**src/rtl/seven_segment_reader.sv**
```systemverilog
// seven_segment_reader: recovers BCD digits from a multiplexed seven-segment
// bus (segments + one-hot digit selects) and presents whole frames on a
// valid/ready output.
// Optional feature: define SEVEN_SEGMENT_READER_HEX_EN to also decode A-F glyphs.
module seven_segment_reader #(
  parameter int unsigned DIGITS        = 4,
  parameter int unsigned STABLE_CYCLES = 4
) (
  input  logic                  clk,
  input  logic                  rst_n,
  input  logic [6:0]            seg,
  input  logic [DIGITS-1:0]     an,
  output logic [4*DIGITS-1:0]   bcd_out,
  output logic [DIGITS-1:0]     blank_out,
  output logic [DIGITS-1:0]     err_out,
  output logic                  overrun,
  output logic                  out_valid,
  input  logic                  out_ready
);

  localparam int unsigned CW = $clog2(STABLE_CYCLES + 1);

  // Glyph decode, result is {err, blank, value}
  function automatic logic [5:0] decode(input logic [6:0] p);
    logic [5:0] r;
    case (p)
      7'h7E:   r = {2'b00, 4'h0};
      7'h30:   r = {2'b00, 4'h1};
      7'h6D:   r = {2'b00, 4'h2};
      7'h79:   r = {2'b00, 4'h3};
      7'h33:   r = {2'b00, 4'h4};
      7'h5B:   r = {2'b00, 4'h5};
      7'h5F:   r = {2'b00, 4'h6};
      7'h70:   r = {2'b00, 4'h7};
      7'h7F:   r = {2'b00, 4'h8};
      7'h7B:   r = {2'b00, 4'h9};
      7'h00:   r = {2'b01, 4'h0};
`ifdef SEVEN_SEGMENT_READER_HEX_EN
      7'h77:   r = {2'b00, 4'hA};
      7'h1F:   r = {2'b00, 4'hB};
      7'h4E:   r = {2'b00, 4'hC};
      7'h3D:   r = {2'b00, 4'hD};
      7'h4F:   r = {2'b00, 4'hE};
      7'h47:   r = {2'b00, 4'hF};
`endif
      default: r = {2'b10, 4'hF};
    endcase
    return r;
  endfunction

  logic [6:0]          seg_sync_q, seg_sync_d, seg_prev_q, seg_prev_d;
  logic [DIGITS-1:0]   an_sync_q, an_sync_d, an_prev_q, an_prev_d;
  logic [CW-1:0]       cnt_q, cnt_d;
  logic                captured_q, captured_d;
  logic [4*DIGITS-1:0] stage_bcd_q, stage_bcd_d;
  logic [DIGITS-1:0]   stage_blank_q, stage_blank_d;
  logic [DIGITS-1:0]   stage_err_q, stage_err_d;
  logic [DIGITS-1:0]   seen_q, seen_d;
  logic [4*DIGITS-1:0] bcd_q, bcd_d;
  logic [DIGITS-1:0]   blank_q, blank_d;
  logic [DIGITS-1:0]   err_q, err_d;
  logic                valid_q, valid_d;
  logic                overrun_q, overrun_d;

  logic                changed, one_hot, capture, complete;
  logic [5:0]          dec;
  logic [DIGITS-1:0]   seen_next;

  // Stability tracking, digit capture, frame assembly and output handshake
  always_comb begin
    seg_sync_d    = seg;
    an_sync_d     = an;
    seg_prev_d    = seg_sync_q;
    an_prev_d     = an_sync_q;
    cnt_d         = cnt_q;
    captured_d    = captured_q;
    stage_bcd_d   = stage_bcd_q;
    stage_blank_d = stage_blank_q;
    stage_err_d   = stage_err_q;
    seen_d        = seen_q;
    bcd_d         = bcd_q;
    blank_d       = blank_q;
    err_d         = err_q;
    valid_d       = valid_q;
    overrun_d     = overrun_q;
    seen_next     = seen_q;
    complete      = 1'b0;

    changed = ({seg_sync_q, an_sync_q} != {seg_prev_q, an_prev_q});
    one_hot = (an_sync_q != '0) &&
              ((an_sync_q & (an_sync_q - DIGITS'(1))) == '0);
    dec     = decode(seg_sync_q);

    if (changed) begin
      cnt_d = '0;
    end else if (cnt_q < CW'(STABLE_CYCLES)) begin
      cnt_d = cnt_q + CW'(1);
    end

    // One capture per dwell; only a change on the bus re-arms it
    capture = !changed && (cnt_d == CW'(STABLE_CYCLES - 1)) && !captured_q && one_hot;
    if (changed) begin
      captured_d = 1'b0;
    end else if (capture) begin
      captured_d = 1'b1;
    end

    if (capture) begin
      for (int i = 0; i < int'(DIGITS); i++) begin
        if (an_sync_q[i]) begin
          stage_bcd_d[4*i +: 4] = dec[3:0];
          stage_blank_d[i]      = dec[4];
          stage_err_d[i]        = dec[5];
        end
      end
      seen_next = seen_q | an_sync_q;
      seen_d    = seen_next;
      complete  = (seen_next == {DIGITS{1'b1}});
    end

    if (valid_q && out_ready) begin
      valid_d   = 1'b0;
      overrun_d = 1'b0;
    end

    // A finished frame loads unless the previous one is still pending
    if (complete) begin
      seen_d = '0;
      if (!valid_q || out_ready) begin
        bcd_d   = stage_bcd_d;
        blank_d = stage_blank_d;
        err_d   = stage_err_d;
        valid_d = 1'b1;
      end else begin
        overrun_d = 1'b1;
      end
    end
  end

  // State registers
  always_ff @(posedge clk or negedge rst_n) begin
    if (!rst_n) begin
      seg_sync_q    <= '0;
      an_sync_q     <= '0;
      seg_prev_q    <= '0;
      an_prev_q     <= '0;
      cnt_q         <= '0;
      captured_q    <= 1'b0;
      stage_bcd_q   <= '0;
      stage_blank_q <= '0;
      stage_err_q   <= '0;
      seen_q        <= '0;
      bcd_q         <= '0;
      blank_q       <= '0;
      err_q         <= '0;
      valid_q       <= 1'b0;
      overrun_q     <= 1'b0;
    end else begin
      seg_sync_q    <= seg_sync_d;
      an_sync_q     <= an_sync_d;
      seg_prev_q    <= seg_prev_d;
      an_prev_q     <= an_prev_d;
      cnt_q         <= cnt_d;
      captured_q    <= captured_d;
      stage_bcd_q   <= stage_bcd_d;
      stage_blank_q <= stage_blank_d;
      stage_err_q   <= stage_err_d;
      seen_q        <= seen_d;
      bcd_q         <= bcd_d;
      blank_q       <= blank_d;
      err_q         <= err_d;
      valid_q       <= valid_d;
      overrun_q     <= overrun_d;
    end
  end

  assign bcd_out   = bcd_q;
  assign blank_out = blank_q;
  assign err_out   = err_q;
  assign out_valid = valid_q;
  assign overrun   = overrun_q;

endmodule

```
**config.mk**
```make
export PLATFORM = sky130hd
export DESIGN_NAME = seven_segment_reader
export DESIGN_NICKNAME = d
export VERILOG_FILES = /design/src/rtl/seven_segment_reader.sv
export SDC_FILE = /design/constraint.sdc
export NUM_CORES = 1
export LEC_CHECK = 0
export ABC_AREA = 1
export ABC_CLOCK_PERIOD_IN_PS = 2180
export CAP_MARGIN = 20
export CORE_MARGIN = 2
export CORE_UTILIZATION = 30
export DETAILED_ROUTE_END_ITERATION = 10
export GPL_ROUTABILITY_DRIVEN = 0
export HOLD_SLACK_MARGIN = 0.06
export PLACE_DENSITY = 0.5
export SETUP_SLACK_MARGIN = 0.05
export SKIP_LAST_GASP = 1
export SYNTH_ARGS = -nofsm -noshare
export SYNTH_HDL_FRONTEND = slang
export SYNTH_SLANG_ARGS = --single-unit
export TNS_END_PERCENT = 20
```
**constraint.sdc**
```tcl
create_clock -name clk -period 2.18 [get_ports clk]
set_clock_uncertainty 0.15 [all_clocks]
set_input_delay 0.654 -clock clk [delete_from_list [all_inputs] [get_ports clk]]
set_output_delay 0.654 -clock clk [all_outputs]
set_load 0.03 [all_outputs]
```
======== Word-level counts from Yosys, hierarchy flattened ========
Cells that the tools add are included.
storage, ports and cells
  logic and storage cells ................. 77
  register bits after elaboration ......... 80
  input bits .............................. 14
  output and inout port bits .............. 26
cells by class
  magnitude comparators ................... 1
  add/subtract/negate cells ............... 2
  reductions and logical operators ........ 15
  eq/ne operators ......................... 13
  bitwise gates (word level) .............. 2
  mux-type cells .......................... 29
operator list
  operator                                          number
  case mux 6 bit (11 select lines)                  1
  == test 7 bit, second input constant              8
  2-to-1 mux 4 bit                                  8
  2-to-1 mux 1 bit                                  17
  2-to-1 mux 16 bit                                 1
  == test 7 x 6 -> 1 bit, second input constant     2
  inequality test 11 bit                            1
  zero test 7 bit                                   1
  2-to-1 mux 3 bit                                  2
  logical AND 1 bit                                 5
  bitwise AND 4 bit                                 1
  == test 4 bit, second input constant              1
  zero test 4 bit                                   1
  bitwise OR 4 bit                                  1
  nonzero test 2 bit                                2
  nonzero test 4 bit                                1
  subtractor 4 x 1 -> 4 bit, second input constant  1
  adder 3 x 1 -> 3 bit, second input constant       1
  == test 3 x 2 -> 1 bit, second input constant     1
  zero test 1 bit                                   3
  < comparator 3 bit, second input constant         1
  AND reduction 2 bit                               1
  logical OR 1 bit                                  1

======== Longest topological paths before layout ========
Gate-level depths: netlist of run 1.
  depth after elaboration ................. 9
  depth in mapped cells ................... 14
  depth with buffers taken out ............ 12

======== Worst setup path before layout of run 1 ========
No wires, ideal clock.
  path kind ............................... reg2reg
  from .................................... register cnt_q[0]
  to ...................................... register bcd_q[0], in the netlist bcd_out[0]
  path slack .............................. 204 ps
  cell stages (with the launch flop) ...... 12
  clock period less this slack ............ 1976 ps
  data arrival time ....................... 1709 ps
  cell sequence ........................... dfrtp_1 -> ha_1 -> nor2_1 -> nor2_1 -> nand3_1 -> nor2_4 -> nand4_4 -> nor2_8 -> inv_4 -> buf_6 -> nand2_1 -> nand2_1
between the ends
  longest elaborated chain between the ends .. 9
  elaborated cells on any way between the ends .. 11
  classes of those cells .................. add/sub (1); order compare (1); eq/ne (1); mux (4); reduce/logical (4)
ends and longest elaborated chain
  element                                                     line    RTL
  from (decl)                                                 53      logic [CW-1:0] cnt_q, cnt_d;
  from (signal assigned)                                      163     cnt_q <= cnt_d;
  adder 3 x 1 -> 3 bit or < comparator 3 bit (tied branches)  97, 96
  2-to-1 mux 3 bit *                                          96      end else if (cnt_q < CW'(STABLE_CYCLES)) begin
  2-to-1 mux 3 bit *                                          94      if (changed) begin
  == test 3 x 2 -> 1 bit *                                    101     capture = !changed && (cnt_d == CW'(STABLE_CYCLES - 1)) && !captured_q && one_hot;
  logical AND 1 bit * (3 in a row)                            101
  2-to-1 mux 1 bit                                            108     if (capture) begin
  AND reduction 2 bit (no line)                               n/a
  to (signal assigned)                                        153     bcd_q <= '0;
  to (signal assigned)                                        169     bcd_q <= bcd_d;
  to (decl)                                                   59      logic [4*DIGITS-1:0] bcd_q, bcd_d;
Every way passes the cells marked *; elsewhere a longest branch is shown, timed or not.
A chain may end at the register's enable or synchronous reset.

======== Worst setup path in the final report of run 1 ========
  from .................................... register err_q[3], in the netlist err_out[3]
  to ...................................... output port err_out[3]
RTL lines
  element                 line  RTL
  from (decl)             61    logic [DIGITS-1:0] err_q, err_d;
  from (signal assigned)  171   err_q <= err_d;
  to (decl)               15    output logic [DIGITS-1:0] err_out,
No word-level cell between the ends.

==> summary.txt, run 1 <==
Final wirelength = 7.839 mm
Sequential share of the synthesized area = 56.04%
Die height = 113.1 um
First-pass GRT wire length = 13.58 mm
DPL Wire Length = 5.416 mm
Post-synthesis register bit count = 80
Fraction of the cycle the final worst path needs = 99.33%
Placed Instances = 613
TritonCTS clock tree = yes
Clock Path Buffers = 2
Worst slew margin = 70.13%
Actual slew at the worst max-slew pin = 448.1 ps
Leak = 2.450 nW
Crit-path cells = clkdlybuf4s50_1
I/O pin count = 40
Failing checks = DRC
Grt ovf = 0
Layout Cells excl Fill = 634
Root Driver = clkbuf_16
Clk sinks = 80
Die span in x = 113.1 um
# rows = 39
Crit path kind = reg -> out
Final critical-path required period = 2165 ps
Most frequent cells in the layout = nand2_1, dfrtp_1, nor2_1, inv_1, clkdlybuf4s50_1
Hold_buf cts = 0
Max_cap viols = 0
CP Capture Type = output port
Initial antenna violation count = 0
CP top delay family = buffers and inverters
Synth cell types = 26
Leading post-synthesis cells by cell area = dfrtp_1, nand2_1, nand3_1
Required time of the critical path = 1380 ps
Die ar. = 0.01280 sq mm
Int Pwr = 2.481 mW
CP max stage cell = clkdlybuf4s50_1
Synth area leader = dfrtp_1
Buf/Inv on CP = 1
Initial core utilization = 31.02%
Most common cell after layout, fill and taps aside = nand2_1
Tot Pwr = 3.174 mW
Worst VDD drop = 0.0004125 V
Via Count = 2769
Startpoint Class = register
H-tree levels = 3
Fraction of layout cells with a size suffix above 1 = 12.83%
Cells after Synth = 424
Pin count of the biggest net entering global routing = 81
CTS buffer count = 9
Worst Hold Class = in -> async
DRC violations left = 2
Outcome = complete, but fails checks
Synth warn = 0
Critical Path AT = 1360 ps
Final setup viols = 0
Ant diodes = 0
Power Dens Cells = 694.7 mW/mm^2
Endpoints failing hold = 0
DR iter-0 viols = 73
GRT Overall Usage = 13.51%
Nets = 502
Vias per Instance = 4.368
Mean Syn Cell Area = 8.425 sq um
Reg clk slew, reported paths = 60 ps
Core area = 0.01152 sq mm
TritonRoute pass-1 iters = 7
Pins Over Slew Limit = 0
Mapped Area = 0.003572 sq mm
Reg power frac = 48.3%
Gate power share = 5.1%
Critical Path Max Stage Delay = 680 ps
Syn nets = 439
Crit Path Max Fanout = 2
Net Sw Power = 0.6929 mW
Clk Latency, worst-skew pair = 330 ps
Routed Antenna Nets = 0
Fmax = 461.8 MHz
Vias in the first global route = 2826
Post-synth top area share = 56.04%
RSZ-0062 raised after global routing = true
IO Port Bufs = 39
Clock power share = 46.7%
Routed len/inst = 12.36 um
Layout area overhead = 27.92%
Sw Share = 21.83%
[cell type report]
cell class	instances	area (sq um)
sequential	80	2002
multi-input combinational	289	1350
tap	143	178.9
fill	1190	6947
inverter	46	177.7
clock buffer	12	246.5
timing repair buffer	61	571.8
clock inverter	3	42.54
[synth_stat cells]
master	n
nor2_1	39
nand3_2	1
inv_4	1
nor2_8	2
xnor2_2	1
ha_1	1
xor2_1	3
o22ai_1	1
a21oi_1	2
nor3_1	5
buf_6	4
nor2_4	2
nand3_1	32
nand2_1	172
nor2_2	5
nand4_4	1
inv_1	37
inv_2	8
nand4_1	6
o21ai_1	1
nand2_2	1
xnor2_1	3
dfrtp_1	80
buf_4	3
buf_2	2
and2_1	11
[registers in the layout, summed over array words and instances, names as in the netlist]
| register | cells |
|---|---|
| an_prev_d | 4 |
| an_prev_q | 4 |
| bcd_out | 16 |
| blank_out | 4 |
| captured_q | 1 |
| cnt_q | 3 |
| err_out | 4 |
| out_valid | 1 |
| overrun | 1 |
| seen_q | 4 |
| seg_prev_d | 7 |
| seg_prev_q | 7 |
| stage_bcd_q | 16 |
| stage_blank_q | 4 |
| stage_err_q | 4 |
[repair_timing]
item,4_1_cts,5_1_grt
resized for setup,5,9
pin swaps,0,8
endpoints found under the setup margin,27,73
setup buffers,0,6
[through the flow]
step	util [%]	hold WS, ps	setup TNS [ps]	setup WS [ps]	instance area (sq um)
after floorplan	-	198.7	0	203.9	3572
after global placement	36.53	310.9	0	55.77	4207
after detailed placement	36.53	311.9	0	38.29	4207
after CTS	38.98	210.0	-23.42	-6.767	4489
after global routing	39.68	224.0	-2056	-87.53	4569
final	39.68	186.0	0	14.64	4569
[logic make-up (layout without fill, tap and decap cells)]
| group | after synthesis | in the layout | synth area share, % |
|---|---|---|---|
| fa+ha+maj | 1 | 1 | 0.3502 |
| xor+xnor | 7 | 7 | 1.927 |
| compound gates | 4 | 4 | 0.5954 |
| simple gates | 277 | 277 | 34.01 |
| flops | 80 | 80 | 56.04 |
| buf+inv | 55 | 122 | 7.075 |
[path summary, 6_finish.rpt]
check	startpoint	to	slack, ps	depth (start not counted)
hold reg to reg	stage_err_q[3]	stage_err_q[3]	320	2
setup / recovery	err_out[3]	err_out[3]	10	1
max in group asynchronous	rst_n	seen_q[1]	1330	2
min in group clk	stage_err_q[3]	stage_err_q[3]	320	2
hold / removal	rst_n	seg_prev_d[0]	190	2
setup reg to reg	cnt_q[0]	stage_bcd_q[11]	80	9
[worst register-to-register path, delay by kind of cell, from the launching register on]
kind,cells,cell delay [ps]
fa+ha+maj,1,280
flops,1,380
simple gates,8,1190
[per-layer routing]
layer	track usage, %	up-vias	share of wire (%)
met5	0	-	0
met4	5.203	0	1.6
met3	3.214	10	4.3
met2	22.04	51	46
met1	17.44	1289	48
li1	-	1419	-
[power by group through the flow]
stage | clock (mW) | combinational (mW) | sequential (mW)
2_1_floorplan | 0 | 0.0748 | 1.55
3_3_place_gp | 0 | 0.160 | 1.56
3_5_place_dp | 0 | 0.162 | 1.56
4_1_cts | 1.54 | 0.163 | 1.53
5_1_grt | 1.60 | 0.186 | 1.54
6_report | 1.48 | 0.161 | 1.53
Power figures use the tool's default switching activity.
==> run 2: changes to the inputs <==
- CORE_UTILIZATION: 30 -> 40
- CTS_CLUSTER_SIZE: default -> 28
- PLACE_DENSITY: 0.5 -> 0.62
- SKIP_LAST_GASP: 1 -> default
==> run 2 against run 1 <==
Effect of this change:
- the run now ends clean
- sequential power about the same
- final cell count decreased by 3.5%
- register-to-register slack worse by 20 ps
- critical path type is now reg -> reg
- highest routed layer unchanged
- largest cell class unchanged
- first-iteration DRC count grew 110%
- global-route usage increased by 3.0 points
- cell area is 0.77% higher
- power shrank 15%
==> summary.txt, run 2 (synthesis results as in run 1) <==
Die span in x = 98.50 um (was 113.1 um)
Final wirelength = 7.694 mm (was 7.839 mm)
Routed Antenna Nets = 0 (unchanged)
Vias per Instance = 4.678 (was 4.368)
Most frequent cells in the layout = nand2_1, dfrtp_1, inv_1, nor2_1, nand3_1 (was nand2_1, dfrtp_1, nor2_1, inv_1, clkdlybuf4s50_1)
Ant diodes = 0 (unchanged)
DPL Wire Length = 4.923 mm (was 5.416 mm)
IO Port Bufs = 39 (unchanged)
Routed len/inst = 12.57 um (was 12.36 um)
I/O pin count = 40 (unchanged)
Pins Over Slew Limit = 0 (unchanged)
Hold slack = 152.0 ps (was 186.0 ps)
Final setup viols = 0 (unchanged)
Placed Instances = 577 (was 613)
Critical Path AT = 2270 ps (was 1360 ps)
Actual slew at the worst max-slew pin = 446.0 ps (was 448.1 ps)
RSZ-0062 raised after global routing = true (unchanged)
Via Count = 2863 (was 2769)
Reg clk slew, reported paths = 90 ps (was 60 ps)
Endpoints failing hold = 0 (unchanged)
Final critical-path required period = 2120 ps (was 2165 ps)
Crit path kind = reg -> reg (was reg -> out)
Power Dens Cells = 584.9 mW/mm^2 (was 694.7 mW/mm^2)
Layout Cells excl Fill = 612 (was 634)
Root Driver = clkbuf_8 (was clkbuf_16)
Core area = 0.008678 sq mm (was 0.01152 sq mm)
Reg2reg setup slack = 60 ps (was 80 ps)
Fraction of the cycle the final worst path needs = 97.26% (was 99.33%)
CTS buffer count = 9 (unchanged)
Tot Pwr = 2.693 mW (was 3.174 mW)
Clk Latency, worst-skew pair = 350 ps (was 330 ps)
Worst VDD drop = 0.0002484 V (was 0.0004125 V)
DRC violations left = 0 (was 2)
TritonCTS clock tree = yes (unchanged)
Fmax = 471.6 MHz (was 461.8 MHz)
Clk sinks = 80 (unchanged)
Max_cap viols = 0 (unchanged)
Grt ovf = 0 (unchanged)
DR iter-0 viols = 155 (was 73)
# rows = 34 (was 39)
Outcome = complete, no violations (was complete, but fails checks)
Layout area overhead = 28.90% (was 27.92%)
Worst slew margin = 70.04% (was 70.13%)
Startpoint Class = register (unchanged)
Initial core utilization = 41.16% (was 31.02%)
Worst Hold Class = in -> async (unchanged)
Initial antenna violation count = 0 (unchanged)
GRT Overall Usage = 16.55% (was 13.51%)
Leak = 2.550 nW (was 2.450 nW)
Clock Path Buffers = 2 (unchanged)
Die ar. = 0.009702 sq mm (was 0.01280 sq mm)
Crit Path Max Fanout = 6 (was 2)
Filler instances = 842 (was 1190)
Most common cell after layout, fill and taps aside = nand2_1 (unchanged)
Nets = 514 (was 502)
Vias in the first global route = 2743 (was 2826)
Pin count of the biggest net entering global routing = 81 (unchanged)
First-pass GRT wire length = 12.88 mm (was 13.58 mm)
H-tree levels = 3 (unchanged)
Die height = 98.50 um (was 113.1 um)
Required time of the critical path = 2330 ps (was 1380 ps)
Fraction of layout cells with a size suffix above 1 = 19.25% (was 12.83%)
TritonRoute pass-1 iters = 4 (was 7)
CP Capture Type = register (was output port)
run 2: per-stage QoR:
stage / cell area, sq um / TNS [ps] / util, % / setup WS, ps
3_5_place_dp: 4168 / 0 / 48.02 / 14.82
2_1_floorplan: 3572 / 0 / - / 203.9
4_1_cts: 4322 / 0 / 49.80 / 41.00
5_1_grt: 4604 / -1068 / 53.06 / -75.68
6_report: 4604 / 0 / 53.06 / 59.71
3_3_place_gp: 4168 / 0 / 48.02 / 36.96
run 2: worst max-delay path, cell delays in order, from the launching register on:
cell and delay [ps]:
dfrtp_2 460, inv_2 80, nand2_2 50, nand2_2 60, nand2_2 50, nor2_2 130
nand2_2 100, nor2_8 160, buf_6 120, nand4_4 110, nor2_8 170, buf_12 150
clkbuf_16 150, nand3_1 80, nand2_1 60
run 2: area by class of cell:
| class | instances | area, sq um | area share [%] |
|---|---|---|---|
| timing repair inverter | 2 | 17.52 | 0.3804 |
| tap | 108 | 135.1 | 2.935 |
| inverter | 46 | 185.2 | 4.022 |
| multi-input combinational | 290 | 1396 | 30.33 |
| clock inverter | 7 | 55.05 | 1.196 |
| clock buffer | 9 | 123.9 | 2.690 |
| sequential | 80 | 2011 | 43.67 |
| timing repair buffer | 70 | 680.7 | 14.78 |
run 2: power breakdown:
part	internal (mW)	switching (mW)
logic	0.0690	0.0985
clock network	0.422	0.574
registers	1.51	0.0238
run 2: path summary, 6_finish.rpt:
path | startpoint | endpoint | cells past startpoint
max | an_prev_d[1] | bcd_out[7] | 14
min | rst_n | an_prev_d[0] | 2
max reg2reg | an_prev_d[1] | bcd_out[7] | 14
min reg2reg | seg_prev_d[1] | seg_prev_q[1] | 0
max in group asynchronous | rst_n | seg_prev_d[1] | 2
min in group clk | seg_prev_d[1] | seg_prev_q[1] | 0
run 2: timing repair:
item	in CTS	in global routing
gates cloned	0	5
pin swaps	7	15
endpoints found under the setup margin	37	52
setup buffers	0	14
hold buffers	0	0
gates resized for setup	28	30
run 2: routing by layer:
layer	GRT usage (%)	part of all wire, %	vias up
met4	6.006	1.8	0
met1	22.57	48	1346
li1	-	-	1442
met5	0	0	-
met3	3.688	5.7	13
met2	26.16	45	62
